==> src/rtl/pattern_chk_sched.sv <==
// pattern_chk_sched: read scheduler and sequence checker for the receive-data FIFO.
// Pulls total_words 16-bit words in threshold-gated bursts and checks each
// non-zero word against its non-zero predecessor plus STEP.
// Optional build macro DATA_ERR_LOG_EN adds first-mismatch capture outputs
// (first_err_idx, first_err_exp, first_err_act).
//
// state   | meaning
// --------+-----------------------------------------------------------
// S_IDLE  | waiting for start
// S_WAIT  | waiting for fill level above THRESH or covering the tail
// S_BURST | issuing burst_left read requests (one cycle of lag on entry)
// S_GAP   | one idle cycle so fifo_usedw reflects the burst
// S_FLUSH | one cycle so the last word's check lands
// S_DONE  | done pulse, then back to S_IDLE
module pattern_chk_sched #(
  parameter int unsigned THRESH    = 20,
  parameter int unsigned BURST_LEN = 16,
  parameter logic [15:0] STEP      = 16'h0202
) (
  input  logic        clk,
  input  logic        RST,
  input  logic        start,
  input  logic        abort,
  input  logic [31:0] total_words,
  input  logic [12:0] fifo_usedw,
  input  logic [15:0] fifo_q,
  output logic        fifo_rdreq,
  output logic        busy,
  output logic        done,
  output logic        err,
  output logic [15:0] err_cnt,
  output logic [31:0] word_cnt
`ifdef DATA_ERR_LOG_EN
  ,
  output logic [31:0] first_err_idx,
  output logic [15:0] first_err_exp,
  output logic [15:0] first_err_act
`endif
);

  localparam logic [31:0] THRESH_W = 32'(THRESH);
  localparam logic [31:0] BURST_W  = 32'(BURST_LEN);

  typedef enum logic [2:0] {
    S_IDLE, S_WAIT, S_BURST, S_GAP, S_FLUSH, S_DONE
  } state_t;

  state_t      state, state_nxt;
  logic [31:0] remaining;
  logic [31:0] burst_left;
  logic        rd_pend;
  logic [15:0] prev;
  logic        ref_valid;

  logic [31:0] usedw_ext;
  logic        go_burst;
  logic [31:0] burst_init;
  logic        rd_issue;
  logic        run_start;
  logic        take;
  logic [15:0] exp_val;
  logic        mismatch;

  assign usedw_ext  = {19'd0, fifo_usedw};
  assign go_burst   = (usedw_ext > THRESH_W) || (usedw_ext >= remaining);
  assign burst_init = (remaining < BURST_W) ? remaining : BURST_W;
  // A request on the abort cycle would be lost anyway, so never issue one.
  assign rd_issue   = (state == S_BURST) && (burst_left != 32'd0) && !abort;
  assign run_start  = (state == S_IDLE) && start;
  // Words arriving once the FSM is back in IDLE (after abort) are discarded.
  assign take       = rd_pend && (state != S_IDLE);
  assign exp_val    = prev + STEP;
  assign mismatch   = take && ref_valid && (prev != 16'd0) && (fifo_q != 16'd0) &&
                      (fifo_q != exp_val);

  // Next-state decode; abort overrides every non-IDLE transition.
  always_comb begin
    state_nxt = state;
    case (state)
      S_IDLE:  if (start) state_nxt = (total_words == 32'd0) ? S_DONE : S_WAIT;
      S_WAIT:  if (go_burst) state_nxt = S_BURST;
      S_BURST: if (burst_left == 32'd0) state_nxt = S_GAP;
      S_GAP:   state_nxt = (remaining != 32'd0) ? S_WAIT : S_FLUSH;
      S_FLUSH: state_nxt = S_DONE;
      S_DONE:  state_nxt = S_IDLE;
      default: state_nxt = S_IDLE;
    endcase
    if (abort && (state != S_IDLE)) state_nxt = S_IDLE;
  end

  // State register.
  always_ff @(posedge clk or posedge RST) begin
    if (RST) state <= S_IDLE;
    else     state <= state_nxt;
  end

  // Read scheduling: request strobe, word/burst down-counters, status flags.
  always_ff @(posedge clk or posedge RST) begin
    if (RST) begin
      fifo_rdreq <= 1'b0;
      rd_pend    <= 1'b0;
      busy       <= 1'b0;
      done       <= 1'b0;
      remaining  <= 32'd0;
      burst_left <= 32'd0;
    end else begin
      fifo_rdreq <= rd_issue;
      rd_pend    <= fifo_rdreq;
      busy       <= (state_nxt != S_IDLE);
      done       <= (state_nxt == S_DONE);
      if (run_start) remaining <= total_words;
      if ((state == S_WAIT) && go_burst) burst_left <= burst_init;
      if (rd_issue) begin
        remaining  <= remaining - 32'd1;
        burst_left <= burst_left - 32'd1;
      end
    end
  end

  // Sequence check and statistics on each received word.
  always_ff @(posedge clk or posedge RST) begin
    if (RST) begin
      err       <= 1'b0;
      err_cnt   <= 16'd0;
      word_cnt  <= 32'd0;
      prev      <= 16'd0;
      ref_valid <= 1'b0;
`ifdef DATA_ERR_LOG_EN
      first_err_idx <= 32'd0;
      first_err_exp <= 16'd0;
      first_err_act <= 16'd0;
`endif
    end else if (run_start) begin
      err       <= 1'b0;
      err_cnt   <= 16'd0;
      word_cnt  <= 32'd0;
      ref_valid <= 1'b0;
`ifdef DATA_ERR_LOG_EN
      first_err_idx <= 32'd0;
      first_err_exp <= 16'd0;
      first_err_act <= 16'd0;
`endif
    end else if (take) begin
      word_cnt  <= word_cnt + 32'd1;
      prev      <= fifo_q;
      ref_valid <= 1'b1;
      if (mismatch) begin
        err <= 1'b1;
        if (err_cnt != 16'hFFFF) err_cnt <= err_cnt + 16'd1;
`ifdef DATA_ERR_LOG_EN
        if (!err) begin
          first_err_idx <= word_cnt;
          first_err_exp <= exp_val;
          first_err_act <= fifo_q;
        end
`endif
      end
    end
  end

endmodule

==> config.mk <==
export PLATFORM = sky130hd
export DESIGN_NAME = pattern_chk_sched
export DESIGN_NICKNAME = d
export VERILOG_FILES = /design/src/rtl/pattern_chk_sched.sv
export SDC_FILE = /design/constraint.sdc
export NUM_CORES = 1
export LEC_CHECK = 0
export ABC_AREA = 1
export CAP_MARGIN = 20
export CORE_UTILIZATION = 52
export CTS_BUF_LIST = sky130_fd_sc_hd__clkbuf_2
export CTS_CLUSTER_DIAMETER = 120
export CTS_CLUSTER_SIZE = 28
export DETAILED_ROUTE_END_ITERATION = 7
export HOLD_SLACK_MARGIN = 0.1
export PLACE_DENSITY = 0.89
export SYNTH_ARGS = -nofsm -noshare
export SYNTH_HDL_FRONTEND = slang
export SYNTH_SLANG_ARGS = --single-unit
==> constraint.sdc <==
create_clock -name clk -period 4.6 [get_ports clk]
set_input_delay 0.92 -clock clk [delete_from_list [all_inputs] [get_ports clk]]
set_output_delay 0.92 -clock clk [all_outputs]
set_load 0.05 [all_outputs]
[Word-level counts from Yosys, hierarchy flattened]
Index checks and enable logic that the tools add are counted.
Cells by class
  multiplexer cells: 23
  bitwise logic cells: 1
  reduce and logical (&&, ||, !) cells: 29
  $add $sub $neg: 5
  order comparisons: 3
  eq/ne operators: 7
Operators with widths (number)
  2-to-1 mux 32 bit: 7
  logical NOT 32 bit: 2
  2-to-1 mux 16 bit: 4
  nonzero test 32 bit: 2
  subtractor 32 x 1 -> 32 bit (second input constant): 2
  adder 32 x 1 -> 32 bit (second input constant): 1
  >= comparator 13 x 32 -> 1 bit: 1
  less-than comparator 32 x 5 -> 1 bit (second input constant): 1
  nonzero test 16 bit: 2
  2-to-1 mux 3 bit: 6
  adder 16 x 1 -> 16 bit (second input constant): 1
  adder 16 x 10 -> 16 bit (second input constant): 1
  inequality test 16 bit: 1
  inequality test 16 bit (second input constant): 1
  case mux 3 bit (5 select lines): 1
  > comparator 13 x 5 -> 1 bit (second input constant): 1
  logical AND 1 bit: 10
  nonzero test 2 bit: 5
  equality test 3 x 2 -> 1 bit (second input constant): 2
  equality test 3 bit (second input constant): 2
  nonzero test 3 bit: 2
  2-to-1 mux 1 bit: 5
  AND reduction 2 bit: 2
  equality test 3 x 1 -> 1 bit (second input constant): 1
  5 further kinds: 5
Word-level totals
  bits in registers: 137
  input port bits: 65
  output and inout bits: 52

[Longest topological paths before layout]
  depth in word-level cells: 9
  gate-level depth with buffers: 17
  gate-level depth less buffers: 16

[Worst setup path before layout]
OpenSTA, ideal clock, no wires.
  path type: input port to flip-flop
  start point: in fifo_usedw[11]
  end point: reg burst_left[13]
  arrival time: 2.255 ns
  cell stages on the path: 13
  library setup time: 0.120 ns
  path buffers: 1
  slack: 2.224 ns
  data required time: 4.480 ns
  cells stage by stage: ha_1 > nand2_1 > nor4_1 > nand2_1 > nand2_1 > nand2_1 > nand3_1 > nand2_2 > nand2_4 > inv_2 > buf_6 > nand2_1 > nand2_1
Between the ends
  longest elaborated chain between the ends: 4
  elaborated cells on any way between the ends: 5
RTL lines
  from (decl): line 25  | input logic [12:0] fifo_usedw,
  >= comparator 13 x 32 -> 1 bit or > comparator 13 x 5 -> 1 bit (tied branches): line 65  | assign go_burst = (usedw_ext > THRESH_W) || (usedw_ext >= remaining);
  logical OR 1 bit *: line 65
  logical AND 1 bit *: line 112  | if ((state == S_WAIT) && go_burst) burst_left <= burst_init;
  nonzero test 2 bit (no source line) *
  to (signal assigned): line 112
  to (signal assigned): line 115  | burst_left <= burst_left - 32'd1;
  to (decl): line 50  | logic [31:0] burst_left;
Every way passes the cells marked *; elsewhere a longest branch is shown, timed or not.
A chain may end at the register's enable or synchronous reset.

[Final worst setup path]
  start point: reg word_cnt[13]
  end point: out word_cnt[13]
RTL lines
  from (decl): line 32  | output logic [31:0] word_cnt
  from (signal assigned): line 144  | word_cnt <= word_cnt + 32'd1;
No word-level cell between the ends.

==> flow_summary_export.csv <==
group,metric,value,unit
status,status,"completed",
sta,finClkSkew,0.0252,ns
setup_path,path_buf_inv,1,
placed_design,dp.cells,1554,
detailed_routing,ant_nets,0,
sta,slew_headroom,0.452,
placed_design,place_ws,1.29,ns
setup_path,critPathSlowestCell,"clkdlybuf4s50_1",
global_route,grt_max_degree,91,
flow_run,drv_cap,0,
min_path,worstHoldPathCells,0,
logic_synthesis,synth_edf_count,0,
floorplan,dieArea,17500,um2
logic_synthesis,synth_cell_type_count,45,
logic_synthesis,synthAdderAreaFrac,0.0269,
sta,tns,0,ns
layout,layout_commonest_cell,"nand2_1",
logic_synthesis,avgSynthCellArea,7.10,um2
global_route,track_usage,0.266,
floorplan,core,16600,um2
floorplan,chipWidth,132,um
detailed_routing,drt_pass1_iterations,5,
detailed_routing,vias_per_cell,5.51,
setup_path,path_depth,1,
cts,cts_setup_buffers,0,
placed_design,dp_hpwl,16300,um
power,p_switching,2.49,mW
cts,clock_latency,0.71,ns
cts,cts_tree,"built",
power,p_int,2.74,mW
detailed_routing,wl_per_cell,14.0,um
power,leakage,4.87,nW
logic_synthesis,synth_top_area_frac,0.389,
power,p_sw_frac,0.476,
logic_synthesis,synth_top_family_by_area,"simple AND/OR/NAND/NOR gates",
layout,nets,1437,
logic_synthesis,ys_seq_area_frac,0.389,
setup_path,cp_cell_sequence,"clkdlybuf4s50_1",
power,p_seq_frac,0.378,
setup_path,crit_type,"flop to output pin",
cts,cts.sinks,137,
power,combPwrFrac,0.483,
logic_synthesis,syn_inst,1242,
logic_synthesis,synth-xor-area-share,0.0496,
power,p_per_area,503,nW/um2
detailed_routing,finalWirelength,22200,um
floorplan,die_h,132,um
logic_synthesis,ys_seq_elements,137,
layout,multi_input_area,4620,um2
logic_synthesis,synth_nets,1326,
power,power.share.clock,0.139,
setup_path,crit_path_end_kind,"output pin",
setup_path,startpoint_type,"flop",
logic_synthesis,ys.warnings.count,0,
sta,setup_viol,0,
cts,cts_buffer_depth,2,
logic_synthesis,synth_area_leader_cell,"dfrtp_1",
global_route,antenna_found_initial,1,
global_route,grt_first_pass_wirelength,38300,um
sta,fin_crit_sh,0.655,
setup_path,required,3.68,ns
floorplan,start_util,0.532,
layout,layout_common_cells,"nand2_1 (292), inv_1 (163), nor2_1 (148)",
cts,clkTransAtPathRegs,0.21,ns
cts,htreeDepth,4,
setup_path,critical_path.top_delay_family,"buffers and inverters",
power,peakVddDrop,0.430,mV
layout,fin_cells,1583,
logic_synthesis,synth_area_leaders,"dfrtp_1 (39%), nand2_1 (12%), inv_1 (7.0%)",
cts,postCtsResizedCells,0,
floorplan,rows,47,
logic_synthesis,synthMuxAreaShare,0,
sta,slew_viol_final,0,
cts,numCtsBuffers,17,
placed_design,gp_congestion,0.914,
setup_path,cp_data_arrival_time,2.09,ns
logic_synthesis,synth_ff_type,"dfrtp_1",
detailed_routing,vias,8728,
placed_design,io_buffer_count,116,
sta,hold_viol,0,
sta,setup_ws,1.59,ns
global_route,grt_pass1_vias,8423,
layout,drive_above_1_share,0.0536,
setup_path,max_stage_delay,0.86,ns
layout,fillers,1498,
sta,rsz0062_at_grt,"false",
min_path,min_path_type,"flop to flop",
logic_synthesis,synth_simple_gate_area_frac,0.338,
layout,register_area,3430,um2
logic_synthesis,synthArstFlopShare,1.00,
sta,fmax,332,MHz
floorplan,pin_count,117,
setup_path,path_max_fanout,8,
detailed_routing,drc,0,
logic_synthesis,synth-compound-area-share,0.108,
logic_synthesis,synth_area,8820,um2
sta,worstMarginPinSlew,0.822,ns
cts,cts_root_buf,"clkbuf_2",
setup_path,ff2ff_path_depth,8,
cts,cts_hold_buf,0,
layout,areaGrowthSynthToFinish,17.7,%
global_route,globalRouteOverflowTotal,0,
sta,min_period,3.01,ns
detailed_routing,drt_iter0_drc,736,
## registers in the layout, indices dropped and copies added, names as in the netlist
signal      count
ref_valid       1
err             1
fifo_rdreq      1
burst_left     32
busy            1
state           3
done            1
prev           16
word_cnt       32
remaining      32
rd_pend         1
err_cnt        16
## per-stage QoR
step	hold slack [ns]	utilization	instance area (um2)	power (mW)
after global placement	0.370	0.613	10200	4.35
final	0.409	0.626	10400	5.22
after CTS	0.414	0.626	10400	5.19
after global routing	0.430	0.626	10400	5.69
after detailed placement	0.363	0.613	10200	4.47
after floorplan	0.442	-	8820	3.85
## layer usage
| metal | up-vias | routed length [um] | track usage |
|---|---|---|---|
| met5 | - | 0 | 0 |
| met4 | 0 | 425 | 0.0881 |
| met3 | 43 | 1390 | 0.0461 |
| met2 | 345 | 10600 | 0.450 |
| met1 | 4044 | 9680 | 0.347 |
| li1 | 4296 | - | - |
## cell usage after synthesis, types with 2 or more instances
cell / n
nand2_1: 293
inv_1: 164
nor2_1: 148
dfrtp_1: 137
nand3_1: 104
o21ai_0: 79
a21oi_1: 40
xor2_1: 34
nor3_1: 33
nand4_1: 30
ha_1: 19
nor4_1: 19
o211ai_1: 17
xnor2_1: 16
clkbuf_1: 13
nor2_2: 12
buf_2: 10
o22ai_1: 7
nand2_2: 6
nand3b_1: 6
inv_2: 5
o21a_1: 4
o21ai_1: 4
o311ai_0: 4
or2_2: 4
buf_6: 3
nand3_2: 3
nor2_4: 3
a22oi_1: 2
a31oi_1: 2
buf_1: 2
nand4_2: 2
nor3_2: 2
o221ai_1: 2
o31ai_1: 2
or2_1: 2
## cells by family after synthesis
group           count (synthesis)
compound gates                168
xor+xnor                       50
fa+ha+maj                      19
buf+inv                       198
flops                         137
simple gates                  670
## path summary, 6_finish.rpt
path | start | to | slack (ns)
worst max-delay path | word_cnt[13] | word_cnt[13] | 1.59
worst min-delay path | fifo_rdreq | rd_pend | 0.41
worst max register to register | burst_left[18] | remaining[24] | 1.99
worst min register to register | fifo_rdreq | rd_pend | 0.41
max in group asynchronous | RST | remaining[24] | 2.98
min in group asynchronous | RST | word_cnt[3] | 0.70
## final cells by class
| class | count | area share |
|---|---|---|
| Multi-Input combinational cell | 907 | 0.445 |
| Sequential cell | 137 | 0.330 |
| Timing Repair Buffer | 121 | 0.115 |
| Inverter | 169 | 0.0616 |
| Tap cell | 220 | 0.0265 |
| Clock inverter | 10 | 0.0127 |
| Clock buffer | 18 | 0.00868 |
| Antenna cell | 1 | 0.000241 |
## power by group through the flow
stage | Sequential, mW | Clock [mW] | Combinational, mW
4_1_cts | 1.96 | 0.731 | 2.50
3_3_place_gp | 1.96 | 0 | 2.39
3_5_place_dp | 1.98 | 0 | 2.49
5_1_grt | 2.02 | 0.788 | 2.88
6_report | 1.97 | 0.728 | 2.52
2_1_floorplan | 1.95 | 0 | 1.89
(Power assumes the default switching activity.)
